[config.mk]
export PLATFORM = sky130hd
export DESIGN_NAME = dac_play_x2
export DESIGN_NICKNAME = d
export VERILOG_FILES = /design/src/rtl/dac_play_x2.sv
export SDC_FILE = /design/constraint.sdc
export NUM_CORES = 1
export LEC_CHECK = 0
export CAP_MARGIN = 5
export CORE_AREA = 10 10 321 323
export CTS_BUF_LIST = sky130_fd_sc_hd__clkbuf_8
export CTS_CLUSTER_SIZE = 25
export DETAILED_ROUTE_END_ITERATION = 7
export DIE_AREA = 0 0 331 333
export PLACE_DENSITY = 0.82
export SLEW_MARGIN = 15
export SYNTH_ARGS = -nofsm -noshare
export SYNTH_HDL_FRONTEND = slang
export SYNTH_SLANG_ARGS = --single-unit
[constraint.sdc]
create_clock -name clk_i -period 26.1 [get_ports clk_i]
set_clock_uncertainty 0.1 [all_clocks]
set_input_delay 3.915 -clock clk_i [delete_from_list [all_inputs] [get_ports clk_i]]
set_output_delay 3.915 -clock clk_i [all_outputs]
set_load 0.02 [all_outputs]
[src/rtl/dac_play_x2.sv]
// BRAM-to-AXI4-Stream playback engine: drains a programmable number of words
// from a read-only BRAM port into m_axis, one-shot or looping, with tready backpressure.
module dac_play_x2 #(
  parameter int DWIDTH     = 256,
  parameter int MAX_XFER   = 2048,
  parameter int RD_LATENCY = 2,
  parameter int FIFO_DEPTH = 4,
  localparam int ADDR_BITS = $clog2(MAX_XFER)
) (
  input  logic                  clk_i,
  input  logic                  rst_i,
  input  logic                  play_i,
  input  logic                  stop_i,
  input  logic                  loop_i,
  input  logic [ADDR_BITS:0]    len_i,
  output logic                  done_o,
  output logic [DWIDTH-1:0]     m_axis_tdata,
  output logic                  m_axis_tvalid,
  input  logic                  m_axis_tready,
  output logic                  m_axis_tlast,
  output logic [31:0]           bram_addr,
  output logic                  bram_en,
  output logic [DWIDTH/8-1:0]   bram_we,
  output logic [DWIDTH-1:0]     bram_wdata,
  input  logic [DWIDTH-1:0]     bram_rdata,
  output logic                  bram_clk,
  output logic                  bram_rst
);

  localparam int LEN_W     = ADDR_BITS + 1;
  localparam int BYTE_BITS = $clog2(DWIDTH / 8);
  localparam int PTR_W     = $clog2(FIFO_DEPTH);
  localparam int CNT_W     = PTR_W + 1;
  localparam int SUM_W     = CNT_W + 1;

  localparam logic [1:0] S_IDLE  = 2'd0;
  localparam logic [1:0] S_RUN   = 2'd1;
  localparam logic [1:0] S_DRAIN = 2'd2;

  logic [1:0]            state_q, state_d;
  logic                  play_q, play_q2;
  logic [ADDR_BITS-1:0]  word_q, word_d;
  logic [ADDR_BITS-1:0]  last_idx_q, last_idx_d;
  logic                  loop_q, loop_d;
  logic [CNT_W-1:0]      inflight_q, inflight_d;
  logic [RD_LATENCY-1:0] pipe_v_q, pipe_v_d;
  logic [RD_LATENCY-1:0] pipe_l_q, pipe_l_d;
  logic [PTR_W-1:0]      wr_ptr_q, wr_ptr_d;
  logic [PTR_W-1:0]      rd_ptr_q, rd_ptr_d;
  logic [CNT_W-1:0]      fifo_cnt_q, fifo_cnt_d;
  logic [DWIDTH:0]       fifo_mem [FIFO_DEPTH];

  logic             start, issue, at_last, credit_ok, push, pop, fifo_empty;
  logic [LEN_W-1:0] len_eff;
  logic [DWIDTH:0]  head;

  assign start      = play_q & ~play_q2;
  assign len_eff    = (len_i == '0 || len_i > LEN_W'(MAX_XFER)) ? LEN_W'(MAX_XFER) : len_i;
  // Credits cover both queued words and reads whose data has not returned yet.
  assign credit_ok  = ({1'b0, fifo_cnt_q} + {1'b0, inflight_q}) < SUM_W'(FIFO_DEPTH);
  assign issue      = (state_q == S_RUN) && !stop_i && credit_ok;
  assign at_last    = (word_q == last_idx_q);
  assign push       = pipe_v_q[RD_LATENCY-1];
  assign fifo_empty = (fifo_cnt_q == '0);
  assign pop        = m_axis_tvalid & m_axis_tready;
  assign head       = fifo_mem[rd_ptr_q];

  always_comb begin
    // NOTE: every signal driven here gets a default first so no path can infer a latch.
    state_d    = state_q;
    word_d     = word_q;
    last_idx_d = last_idx_q;
    loop_d     = loop_q;
    case (state_q)
      S_IDLE: begin
        if (start && !stop_i) begin
          state_d    = S_RUN;
          word_d     = '0;
          last_idx_d = ADDR_BITS'(len_eff - LEN_W'(1));
          loop_d     = loop_i;
        end
      end
      S_RUN: begin
        if (stop_i) begin
          state_d = S_DRAIN;
        end else if (issue) begin
          if (at_last) begin
            word_d = '0;
            if (!loop_q) state_d = S_DRAIN;
          end else begin
            word_d = word_q + ADDR_BITS'(1);
          end
        end
      end
      S_DRAIN: begin
        if (inflight_q == '0 && fifo_empty) state_d = S_IDLE;
      end
      default: state_d = S_IDLE;
    endcase
  end

  always_comb begin
    pipe_v_d    = pipe_v_q;
    pipe_l_d    = pipe_l_q;
    pipe_v_d[0] = issue;
    pipe_l_d[0] = at_last;
    for (int i = 1; i < RD_LATENCY; i++) begin
      pipe_v_d[i] = pipe_v_q[i-1];
      pipe_l_d[i] = pipe_l_q[i-1];
    end
    inflight_d = inflight_q + CNT_W'(issue) - CNT_W'(push);
    wr_ptr_d   = wr_ptr_q + PTR_W'(push);
    rd_ptr_d   = rd_ptr_q + PTR_W'(pop);
    fifo_cnt_d = fifo_cnt_q + CNT_W'(push) - CNT_W'(pop);
  end

  // NOTE: sequential state uses non-blocking assignments so every register samples pre-edge values.
  always_ff @(posedge clk_i) begin
    if (rst_i) begin
      state_q    <= S_IDLE;
      play_q     <= 1'b0;
      play_q2    <= 1'b0;
      word_q     <= '0;
      last_idx_q <= '0;
      loop_q     <= 1'b0;
      inflight_q <= '0;
      pipe_v_q   <= '0;
      pipe_l_q   <= '0;
      wr_ptr_q   <= '0;
      rd_ptr_q   <= '0;
      fifo_cnt_q <= '0;
    end else begin
      assert (!(push && !pop && fifo_cnt_q == CNT_W'(FIFO_DEPTH)));
      state_q    <= state_d;
      play_q     <= play_i;
      play_q2    <= play_q;
      word_q     <= word_d;
      last_idx_q <= last_idx_d;
      loop_q     <= loop_d;
      inflight_q <= inflight_d;
      pipe_v_q   <= pipe_v_d;
      pipe_l_q   <= pipe_l_d;
      wr_ptr_q   <= wr_ptr_d;
      rd_ptr_q   <= rd_ptr_d;
      fifo_cnt_q <= fifo_cnt_d;
    end
  end

  // NOTE: the FIFO storage is deliberately not reset; the pointers and count define its contents.
  always_ff @(posedge clk_i) begin
    if (push) fifo_mem[wr_ptr_q] <= {pipe_l_q[RD_LATENCY-1], bram_rdata};
  end

  // Head is masked while empty so tdata/tlast read zero out of reset.
  assign m_axis_tvalid = !fifo_empty;
  assign m_axis_tdata  = fifo_empty ? '0 : head[DWIDTH-1:0];
  assign m_axis_tlast  = fifo_empty ? 1'b0 : head[DWIDTH];
  assign done_o        = (state_q == S_IDLE);

  assign bram_en    = issue;
  assign bram_addr  = 32'({word_q, {BYTE_BITS{1'b0}}});
  assign bram_we    = '0;
  assign bram_wdata = '0;
  assign bram_clk   = clk_i;
  assign bram_rst   = rst_i;

endmodule

==> out/summary.txt <==
================================================================================
Pin count of the biggest net entering global routing                         143
Row Count                                                                    114
Ordered cell list for the critical path                             clkbuf_8 -> clkbuf_8 -> clkdlybuf4s50_1
Via/cell ratio                                                              5.03
Critical path's top delay family                                    buffers and inverters
Hold Crit Class                                                       reg -> reg
All-layer global routing usage                                             18.0%
Final-layout setup total negative slack                                     0 ns
Final std cells w/o fill                                                    4254
Final routed wire length divided by cell count                           24.0 µm
Via count of the first global-routing pass                                 22.5k
Compound-gate portion of the synthesized area                             0.697%
Cell count after synthesis                                                  2201
DRC errors left                                                                0
Overall die area                                                      110000 µm²
Nets                                                                        3127
Static leakage                                                           17.1 nW
Total congestion overflow after global routing                                 0
Area of the multi-input gates                                           9930 µm²
TritonCTS clock tree                                                       built
Area Overhead vs Synth                                                     20.3%
Global-route wire length before repair                                 148000 µm
Fraction of registers with async set or reset after synthesis                 0%
Clock latency on the worst-skew pair                                     0.92 ns
Post-route ant nets                                                            0
GP Congestion                                                              0.819
Count of warnings emitted by yosys                                             0
Outcome                                                             finished clean
Element type at the critical path end                                output port
Initial detailed-routing violation count                                    1482
Max Cap Violations                                                             0
Slowest-stage cell, CP                                              sky130_fd_sc_hd__clkdlybuf4s50_1
Adder-cell share of the synthesized area                                  0.382%
Number of failing hold endpoints at the final stage                            0
Largest stage delay on the critical path                                 0.54 ns
Unrepaired setup endpoints after global routing                               no
Layout cells sized above 1                                                 16.9%
Post-Synth Simple-Gate Area                                                5.22%
Number of enable-type register cells in the synthesized netlist             1028
Most common library cell in the layout ignoring fill and taps       sky130_fd_sc_hd__edfxtp_1
Drt first pass iters                                                           5
Post-synthesis sequential area ratio                                       73.3%
Critical path's most frequent cell                                  sky130_fd_sc_hd__clkbuf_8
XOR/XNOR share of the synthesized area                                    0.527%
Core region area                                                       96300 µm²
Instance area at placement                                             48900 µm²
Post-cts resize count                                                          0
Arrival time reported for the critical path endpoint                    13.83 ns
Number of pins exceeding their max-slew limit in the final report              0
Sum of routed wire length over all layers                              102000 µm
IR Drop Worst-Case VDD                                                0.000114 V
Non-Filler Cell Area, Final                                            52000 µm²
Cell area after technology mapping                                     43200 µm²
Chip Width                                                                331 µm
Setup ws final                                                           8.26 ns
Total instance count after detailed placement                               3946
Detailed Place HPWL                                                     68200 µm
Flip-flop and latch count after synthesis                                   1069
Count of buffers inserted at the top-level ports                             546
Top library cells by usage in the layout, fill and taps aside       sky130_fd_sc_hd__edfxtp_1 (1028), sky130_fd_sc_hd__clkdlybuf4s50_1 (546), sky130_fd_sc_hd__conb_1 (309)
Post-CTS setup buffer count                                                    0
Post-synthesis average cell area                                        19.6 µm²
Cell Pwr Density                                                     92.8 nW/µm²
I/O pin count                                                                856
CTS Hold Bufs                                                                  0
Transition at the pin with the smallest max-transition slack             1.22 ns
Share of cell area taken by muxes after synthesis                          13.4%
Height of the chip                                                        333 µm
Startpoint-to-endpoint class of the critical path                     clk -> out
Max-slew headroom at the worst pin                                         18.4%
Sort of element at the start of the critical path                     clock port
Area of all sequential standard cells                                  31700 µm²
Core utilization of the finished layout                                    54.0%
Top_reg_cell synth                                                  sky130_fd_sc_hd__edfxtp_1
Via count                                                                  21.4k
Distinct cell type count after synthesis                                      49
Final setup vio count                                                          0
Clock slew at reported path FFs                                          0.06 ns
Number of buffer and inverter stages on the critical path                      3
Placement Setup Slack                                                    8.53 ns
Number of antenna violations at the first check in global routing             26
Dominant combinational cell family by area after synthesis          multiplexers
Number of filler instances in the final layout                              7199
Top fanout value on the critical path                                          7
Starting density of the core                                               44.9%
Required @ worst endpoint                                               22.08 ns
================================================================================
[power by group]
| part | switching (mW) | total [mW] | internal, mW |
|---|---|---|---|
| sequential | 0.0275 | 1.91 | 1.89 |
| clock | 0.629 | 1.27 | 0.645 |
| combinational | 0.887 | 1.64 | 0.751 |
[path summary, 6_finish.rpt]
| kind | slack (ns) | start | endpoint | depth (start not counted) |
|---|---|---|---|---|
| max reg2reg | 22.06 | pipe_v_q[1] | fifo_mem[1][190] | 4 |
| min reg2reg | 0.36 | pipe_l_q[0] | pipe_l_q[1] | 1 |
| max | 8.26 | clk_i | bram_clk | 3 |
| min | 0.36 | pipe_l_q[0] | pipe_l_q[1] | 1 |
[through the flow]
stage	hold slack (ns)	power (mW)
2_1_floorplan	0.314	2.90
5_1_grt	0.372	5.03
6_report	0.364	4.83
3_3_place_gp	0.325	3.61
3_5_place_dp	0.353	3.61
4_1_cts	0.369	4.89
[state kept, by name, indices dropped and copies added, names as in the netlist]
signal and count:
wr_ptr_q 2, word_q 11, rd_ptr_q 2, inflight_q 3, pipe_l_q 2, fifo_mem 1028, play_q 1, pipe_v_q 2
fifo_cnt_q 3, state_q 2, loop_q 1, play_q2 1, last_idx_q 11
[area by class of cell]
cell class	instances	share of cell area (%)
inverters	8	0.0578
repair buffers	570	10.9
diodes	16	0.0770
well taps	1276	3.07
clock inverters	117	1.16
multi-input cells	1022	19.1
flip-flops and latches	1069	61.0
clock buffers	176	4.65
[metal layers]
layer / wire [µm] / global-route usage, %
met4: 2320 / 6.09
met2: 52600 / 30.5
met1: 35400 / 20.3
met3: 11500 / 7.50
met5: 224 / 0
[synth_stat cells (6+ instances only)]
| master | n | area, µm² |
|---|---|---|
| sky130_fd_sc_hd__a211oi_1 | 6 | 45.0 |
| sky130_fd_sc_hd__a21oi_1 | 14 | 70.1 |
| sky130_fd_sc_hd__and2_1 | 258 | 1610 |
| sky130_fd_sc_hd__buf_1 | 19 | 71.3 |
| sky130_fd_sc_hd__buf_2 | 33 | 165 |
| sky130_fd_sc_hd__buf_4 | 314 | 2360 |
| sky130_fd_sc_hd__clkbuf_1 | 43 | 161 |
| sky130_fd_sc_hd__dfxtp_1 | 41 | 821 |
| sky130_fd_sc_hd__edfxtp_1 | 1028 | 30900 |
| sky130_fd_sc_hd__ha_1 | 10 | 125 |
| sky130_fd_sc_hd__inv_1 | 8 | 30.0 |
| sky130_fd_sc_hd__mux4_2 | 257 | 5790 |
| sky130_fd_sc_hd__nand2_1 | 18 | 67.6 |
| sky130_fd_sc_hd__nand3_1 | 12 | 60.1 |
| sky130_fd_sc_hd__nor2_1 | 35 | 131 |
| sky130_fd_sc_hd__nor2b_1 | 11 | 68.8 |
| sky130_fd_sc_hd__nor3_1 | 7 | 35.0 |
| sky130_fd_sc_hd__xnor2_1 | 10 | 87.6 |
| sky130_fd_sc_hd__xor2_1 | 16 | 140 |
[logic make-up (layout without fill, tap and decap cells)]
| logic type | count (synthesis) | after routing |
|---|---|---|
| compound gates | 44 | 44 |
| xor+xnor | 26 | 26 |
| fa+ha+maj | 12 | 12 |
| buf+inv | 418 | 871 |
| flops | 1069 | 1069 |
| mux | 257 | 257 |
| other cells | 1 | 325 |
| simple gates | 374 | 374 |
No activity file was read; power rests on OpenSTA's default activity.
